### config.mk
export PLATFORM = sky130hd
export DESIGN_NAME = vector_lsu
export DESIGN_NICKNAME = d
export VERILOG_FILES = /design/src/rtl/simd_mem_pkg.sv /design/src/rtl/vector_lsu.sv
export SDC_FILE = /design/constraint.sdc
export NUM_CORES = 1
export LEC_CHECK = 0
export BUFFER_PORTS_ARGS = -buffer_cell sky130_fd_sc_hd__buf_2
export CAP_MARGIN = 20
export CORE_UTILIZATION = 51
export DETAILED_ROUTE_END_ITERATION = 16
export PLACE_DENSITY = 0.9
export SYNTH_ARGS = -nofsm -noshare
export SYNTH_HDL_FRONTEND = slang
export SYNTH_SLANG_ARGS = --single-unit
export TNS_END_PERCENT = 100
### constraint.sdc
create_clock -name clk -period 3.3 [get_ports clk]
set_clock_uncertainty 0.15 [all_clocks]
set_input_delay 0.66 -clock clk [delete_from_list [all_inputs] [get_ports clk]]
set_output_delay 0.66 -clock clk [all_outputs]
set_load 0.005 [all_outputs]
### src/rtl/simd_mem_pkg.sv
// Shared definitions for the SIMD memory-side blocks: default sizes and the
// vector load/store sequencer state encoding.
package simd_mem_pkg;

    localparam int LANES         = 4;
    localparam int DATA_W        = 32;
    localparam int LSU_ADDR_STEP = 16;

    typedef enum logic [2:0] {
        IDLE,
        LOAD,
        LDRAIN,
        STORE,
        RESP
    } lsu_state_t;

endpackage

### src/rtl/vector_lsu.sv
// Vector load/store sequencer: splits one whole-vector request into one scalar
// data_memory access per lane (one lane per cycle), reassembles load data and
// returns the result over a valid/ready response port. One request in flight.
module vector_lsu
    import simd_mem_pkg::*;
#(
    parameter int dataSize       = DATA_W,
    parameter int addressingSize = 32,
    parameter int lanes          = LANES,
    parameter int ADDR_STEP      = LSU_ADDR_STEP
) (
    input  logic                               clk,
    input  logic                               rst,
    input  logic                               req_valid,
    output logic                               req_ready,
    input  logic                               req_write,
    input  logic [addressingSize-1:0]          req_addr,
    input  logic [lanes-1:0]                   req_mask,
    input  logic [lanes-1:0][dataSize-1:0]     req_wdata,
    output logic                               resp_valid,
    input  logic                               resp_ready,
    output logic [lanes-1:0][dataSize-1:0]     resp_rdata,
    output logic                               mem_write_enable,
    output logic [addressingSize-1:0]          mem_addr,
    output logic [dataSize-1:0]                mem_wdata,
    input  logic [dataSize-1:0]                mem_rdata
);

    // Counter reaches `lanes` in LDRAIN, hence the extra bit of range.
    localparam int KW = $clog2(lanes + 1);
    localparam logic [KW-1:0] LAST_LANE = KW'(lanes - 1);

    lsu_state_t                          r_state;
    lsu_state_t                          w_state_next;
    logic [KW-1:0]                       r_k;
    logic [addressingSize-1:0]           r_base;
    logic [lanes-1:0]                    r_mask;
    logic [lanes-1:0][dataSize-1:0]      r_wdata;
    logic [lanes-1:0][dataSize-1:0]      r_rdata;

    logic [addressingSize-1:0]           w_lane_addr;
    logic [dataSize-1:0]                 w_lane_wdata;
    logic                                w_lane_mask;

    // Lane address wraps silently at addressingSize bits.
    assign w_lane_addr = r_base + addressingSize'(r_k) * addressingSize'(ADDR_STEP);
    assign resp_rdata  = r_rdata;

    // Select the latched store data and enable of the current lane.
    always_comb begin
        w_lane_wdata = '0;
        w_lane_mask  = 1'b0;
        for (int unsigned i = 0; i < lanes; i++) begin
            if (KW'(i) == r_k) begin
                w_lane_wdata = r_wdata[i];
                w_lane_mask  = r_mask[i];
            end
        end
    end

    // State register.
    always_ff @(posedge clk) begin
        if (rst) begin
            r_state <= IDLE;
        end else begin
            r_state <= w_state_next;
        end
    end

    // Next-state decode and handshake / memory-port outputs.
    always_comb begin
        w_state_next     = r_state;
        req_ready        = 1'b0;
        resp_valid       = 1'b0;
        mem_write_enable = 1'b0;
        mem_addr         = '0;
        mem_wdata        = '0;
        case (r_state)
            IDLE: begin
                req_ready = 1'b1;
                if (req_valid) begin
                    w_state_next = req_write ? STORE : LOAD;
                end
            end
            STORE: begin
                mem_addr         = w_lane_addr;
                mem_wdata        = w_lane_wdata;
                mem_write_enable = w_lane_mask;
                if (r_k == LAST_LANE) begin
                    w_state_next = RESP;
                end
            end
            LOAD: begin
                mem_addr = w_lane_addr;
                if (r_k == LAST_LANE) begin
                    w_state_next = LDRAIN;
                end
            end
            LDRAIN: begin
                w_state_next = RESP;
            end
            RESP: begin
                resp_valid = 1'b1;
                if (resp_ready) begin
                    w_state_next = IDLE;
                end
            end
            default: begin
                w_state_next = IDLE;
            end
        endcase
    end

    // Request latch, lane counter and load-data reassembly.
    // Read data returns one edge after issue, so lane k-1 is captured while
    // lane k is issued; LDRAIN (k == lanes) picks up the final lane.
    always_ff @(posedge clk) begin
        if (rst) begin
            r_k     <= '0;
            r_base  <= '0;
            r_mask  <= '0;
            r_wdata <= '0;
            r_rdata <= '0;
        end else begin
            case (r_state)
                IDLE: begin
                    r_k <= '0;
                    if (req_valid) begin
                        r_base  <= req_addr;
                        r_mask  <= req_mask;
                        r_wdata <= req_wdata;
                    end
                end
                STORE: begin
                    r_k <= r_k + 1'b1;
                end
                LOAD, LDRAIN: begin
                    if (r_state == LOAD) begin
                        r_k <= r_k + 1'b1;
                    end
                    for (int unsigned i = 0; i < lanes; i++) begin
                        if (KW'(i + 1) == r_k) begin
                            r_rdata[i] <= r_mask[i] ? mem_rdata : '0;
                        end
                    end
                end
                default: begin
                end
            endcase
        end
    end

endmodule

==> results_dict.tcl <==
set metrics [dict create \
    run_status "finished clean" \
    total_cts_buffers 31 \
    ys_seq_elements 298 \
    cts_htree_levels 1 \
    die_w_um 157.4 \
    vias_in_the_first_global_route 12140 \
    fmax_mhz 313.3 \
    io_pins 396 \
    hold_ws_ps 183.0 \
    numPlacedInstances 2221 \
    minimum_period_implied_by_the_final_worst_setup_slack_ps 3192 \
    utilization_pct 66.23 \
    synth-seq-area-share_pct 48.44 \
    detail_route.wl_per_cell_um 18.18 \
    clock_latency_ps 560 \
    r2r_cells 8 \
    syn_inst 1623 \
    holdBufCountCts 0 \
    synthToLayoutAreaGrowth_pct 26.60 \
    slack_of_the_worst_reg_to_reg_path_ps 970 \
    yosysWarnings 0 \
    whs_path_depth 3 \
    critPathLaunch "r_k[1]" \
    floorplan.rows 56 \
    crit_chain "ha_1 > a21o_1 > a21oi_1 > buf_4 > or4_1 > a21oi_1 > buf_2" \
    fp.dieArea_um2 24770 \
    postSynthNetCount 1833 \
    required_ps 2490 \
    critPathLaunchType "register" \
    post_synth.cell_area_avg_um2 7.588 \
    power.ir.vdd_worst_mv 0.4512 \
    io_buffer_count 395 \
    preCtsSetupSlack_ps 497.1 \
    ctsLongestPathBuffers 3 \
    initial_core_util_pct 52.31 \
    post_layout_nonfiller_instances 2289 \
    mostFrequentLayoutCell "sky130_fd_sc_hd__nand2_1" \
    antenna_left 0 \
    track_usage_pct 31.59 \
    setup_violations 0 \
    timing.critical_path.to_type "primary output" \
    timing.rr.end "resp_rdata[40]" \
    worst_ep_arrival_time_ps 2380 \
    max_stage_delay_ps 410 \
    cts.sinks 298 \
    post-route-drc-count 0 \
    detailed_place_hpwl_um 27270 \
    grt_pass1_wl_um 62140 \
    final_min_period_over_clock_period_pct 96.73 \
    synth_top_flop_cell "sky130_fd_sc_hd__dfxtp_1" \
    setup_tns_ps 0 \
    core_area_um2 23540 \
    max-slew-margin-rel_pct 61.44 \
    power.leakage_nw 6.540 \
    commonest_non_fill_non_tap_cells_in_the_layout "sky130_fd_sc_hd__nand2_1, sky130_fd_sc_hd__buf_2, sky130_fd_sc_hd__a21oi_1, sky130_fd_sc_hd__dfxtp_1, sky130_fd_sc_hd__nand3_1" \
    post_synth_main_area_contributors "sky130_fd_sc_hd__dfxtp_1, sky130_fd_sc_hd__nand2_1, sky130_fd_sc_hd__a21oi_1" \
    synthDominantAreaCellType "sky130_fd_sc_hd__dfxtp_1" \
    setup.worst_path.class "reg -> out" \
    p_per_area_nw_per_um2 527.2 \
    cap_violations 0 \
    dr.first_iter.drc_count 1606 \
    grt_start_max_net_pins 127 \
    globalRouteOverflowTotal 0 \
    path_common_cell "sky130_fd_sc_hd__a21oi_1" \
    mappedNetlistArea_um2 12320 \
    synth.lib_cells_used.distinct 40 \
    yosys.area.top_type_share_pct 48.44 \
    top_fanout_value_on_the_critical_path 25 \
    finalWeightedCongestion 0.9060 \
    cts_tree "yes" \
    layout.filler_cells 1894 \
    vias 13420 \
    finalNetCount 2147 \
    hold_viol_final 0 \
    min-delay-path-class "in -> reg" \
    slowest_stage "sky130_fd_sc_hd__or4_1" \
    critical_path.reg2reg.startpoint "r_k[0]" \
    layout-drive-gt1-share_pct 25.45 \
    clock-root-buffer "sky130_fd_sc_hd__clkbuf_16" \
    antenna_found_initial 10 \
    timing_worst_slew_pin_value_ps 578.4 \
    finalMaxSlewViolations 0 \
    die-height_um 157.4 \
    worst_setup_path_endpoint "mem_addr[13]" \
    viasPerCell 5.864 \
    synth_edf_count 0 \
    synth_async_sr_flop_share_pct 0 \
    worst_slack_ps 108.0 \
    clkTransAtPathRegs_ps 60 \
    drt_pass1_iterations 6 \
    route.final.wire_length_um 41610 \
]
==> cell type report <==
class | count | area, µm² | area share (%)
flip-flops and latches | 298 | 5974 | 38.32
diodes | 9 | 22.52 | 0.1445
inverters | 7 | 26.28 | 0.1685
multi-input cells | 1172 | 5809 | 37.26
clock buffers | 43 | 860.8 | 5.521
well taps | 319 | 399.1 | 2.560
repair buffers | 427 | 2341 | 15.01
clock inverters | 14 | 157.7 | 1.011
==> flip-flops by register name (all words and copies together) (netlist names) <==
| register | cells |
|---|---|
| r_mask | 4 |
| r_base | 32 |
| r_k | 3 |
| r_state | 3 |
| resp_rdata | 128 |
| r_wdata | 128 |
==> Yosys cell counts, types with 10 or more instances <==
| cell type | count |
|---|---|
| sky130_fd_sc_hd__clkbuf_1 | 106 |
| sky130_fd_sc_hd__buf_2 | 37 |
| sky130_fd_sc_hd__nand3_1 | 134 |
| sky130_fd_sc_hd__nand2_1 | 468 |
| sky130_fd_sc_hd__or4_1 | 13 |
| sky130_fd_sc_hd__o31ai_1 | 13 |
| sky130_fd_sc_hd__a22o_1 | 33 |
| sky130_fd_sc_hd__nor2_1 | 45 |
| sky130_fd_sc_hd__dfxtp_1 | 298 |
| sky130_fd_sc_hd__and2_1 | 10 |
| sky130_fd_sc_hd__a22oi_1 | 34 |
| sky130_fd_sc_hd__a21oi_1 | 348 |
| sky130_fd_sc_hd__nand4_1 | 10 |
==> through the flow <==
step	power [mW]	area, µm²
after floorplan	4.416	12320
after global placement	4.742	14440
after detailed placement	4.765	14470
after CTS	8.242	15520
after global routing	8.492	15590
final	8.220	15590
==> power breakdown <==
part           leakage (nW)  internal (mW)  switching, mW
sequential             2.43           3.75          0.118
clock                 0.499           2.05           1.45
combinational          3.61          0.304          0.547
==> kinds of logic (layout without fill, tap and decap cells) <==
group	Yosys count	in the layout	share of synthesized area, %
flip-flops	298	298	48.44
XOR/XNOR	8	8	0.5690
buffers and inverters	154	491	5.131
multiplexers	1	1	0.08128
AO/OA/AOI/OAI	441	441	20.08
AND/OR/NAND/NOR	712	713	24.73
adder cells (fa/ha/maj)	9	9	0.9754
other	0	9	0
==> worst max-delay path, delay by kind of cell (launching register included) <==
kind / cells / cell delay [ps]
AO/OA/AOI/OAI: 3 / 400
buffers and inverters: 2 / 370
AND/OR/NAND/NOR: 1 / 410
adder cells (fa/ha/maj): 1 / 290
flip-flops: 1 / 360
==> worst min-delay path by stage <==
| stage | from | to | slack [ps] |
|---|---|---|---|
| 2_1_floorplan | r_base[0] | r_base[0] | 280 |
| 3_3_place_gp | resp_rdata[103] | resp_rdata[103] | 280 |
| 3_5_place_dp | resp_rdata[117] | resp_rdata[117] | 290 |
| 4_1_cts | req_addr[16] | r_base[16] | 170 |
| 5_1_grt | req_addr[4] | r_base[4] | 170 |
| 6_report | req_addr[23] | r_base[23] | 180 |
==> routing by layer <==
| metal | global-route usage [%] | share of wire (%) | vias up |
|---|---|---|---|
| met5 | 0 | 0.024 | - |
| met4 | 17.24 | 5.3 | 2 |
| met3 | 7.076 | 9.9 | 162 |
| met2 | 53.65 | 48 | 846 |
| met1 | 36.90 | 37 | 6234 |
| li1 | - | - | 6179 |
==> what timing repair did <==
action                                  in CTS  in global routing
gates cloned                                 1                  0
resized for setup                            5                 13
buffers inserted                             0                  1
pin swaps                                    0                  1
endpoints found under the setup margin      41                 50
(Power assumes the default switching activity.)
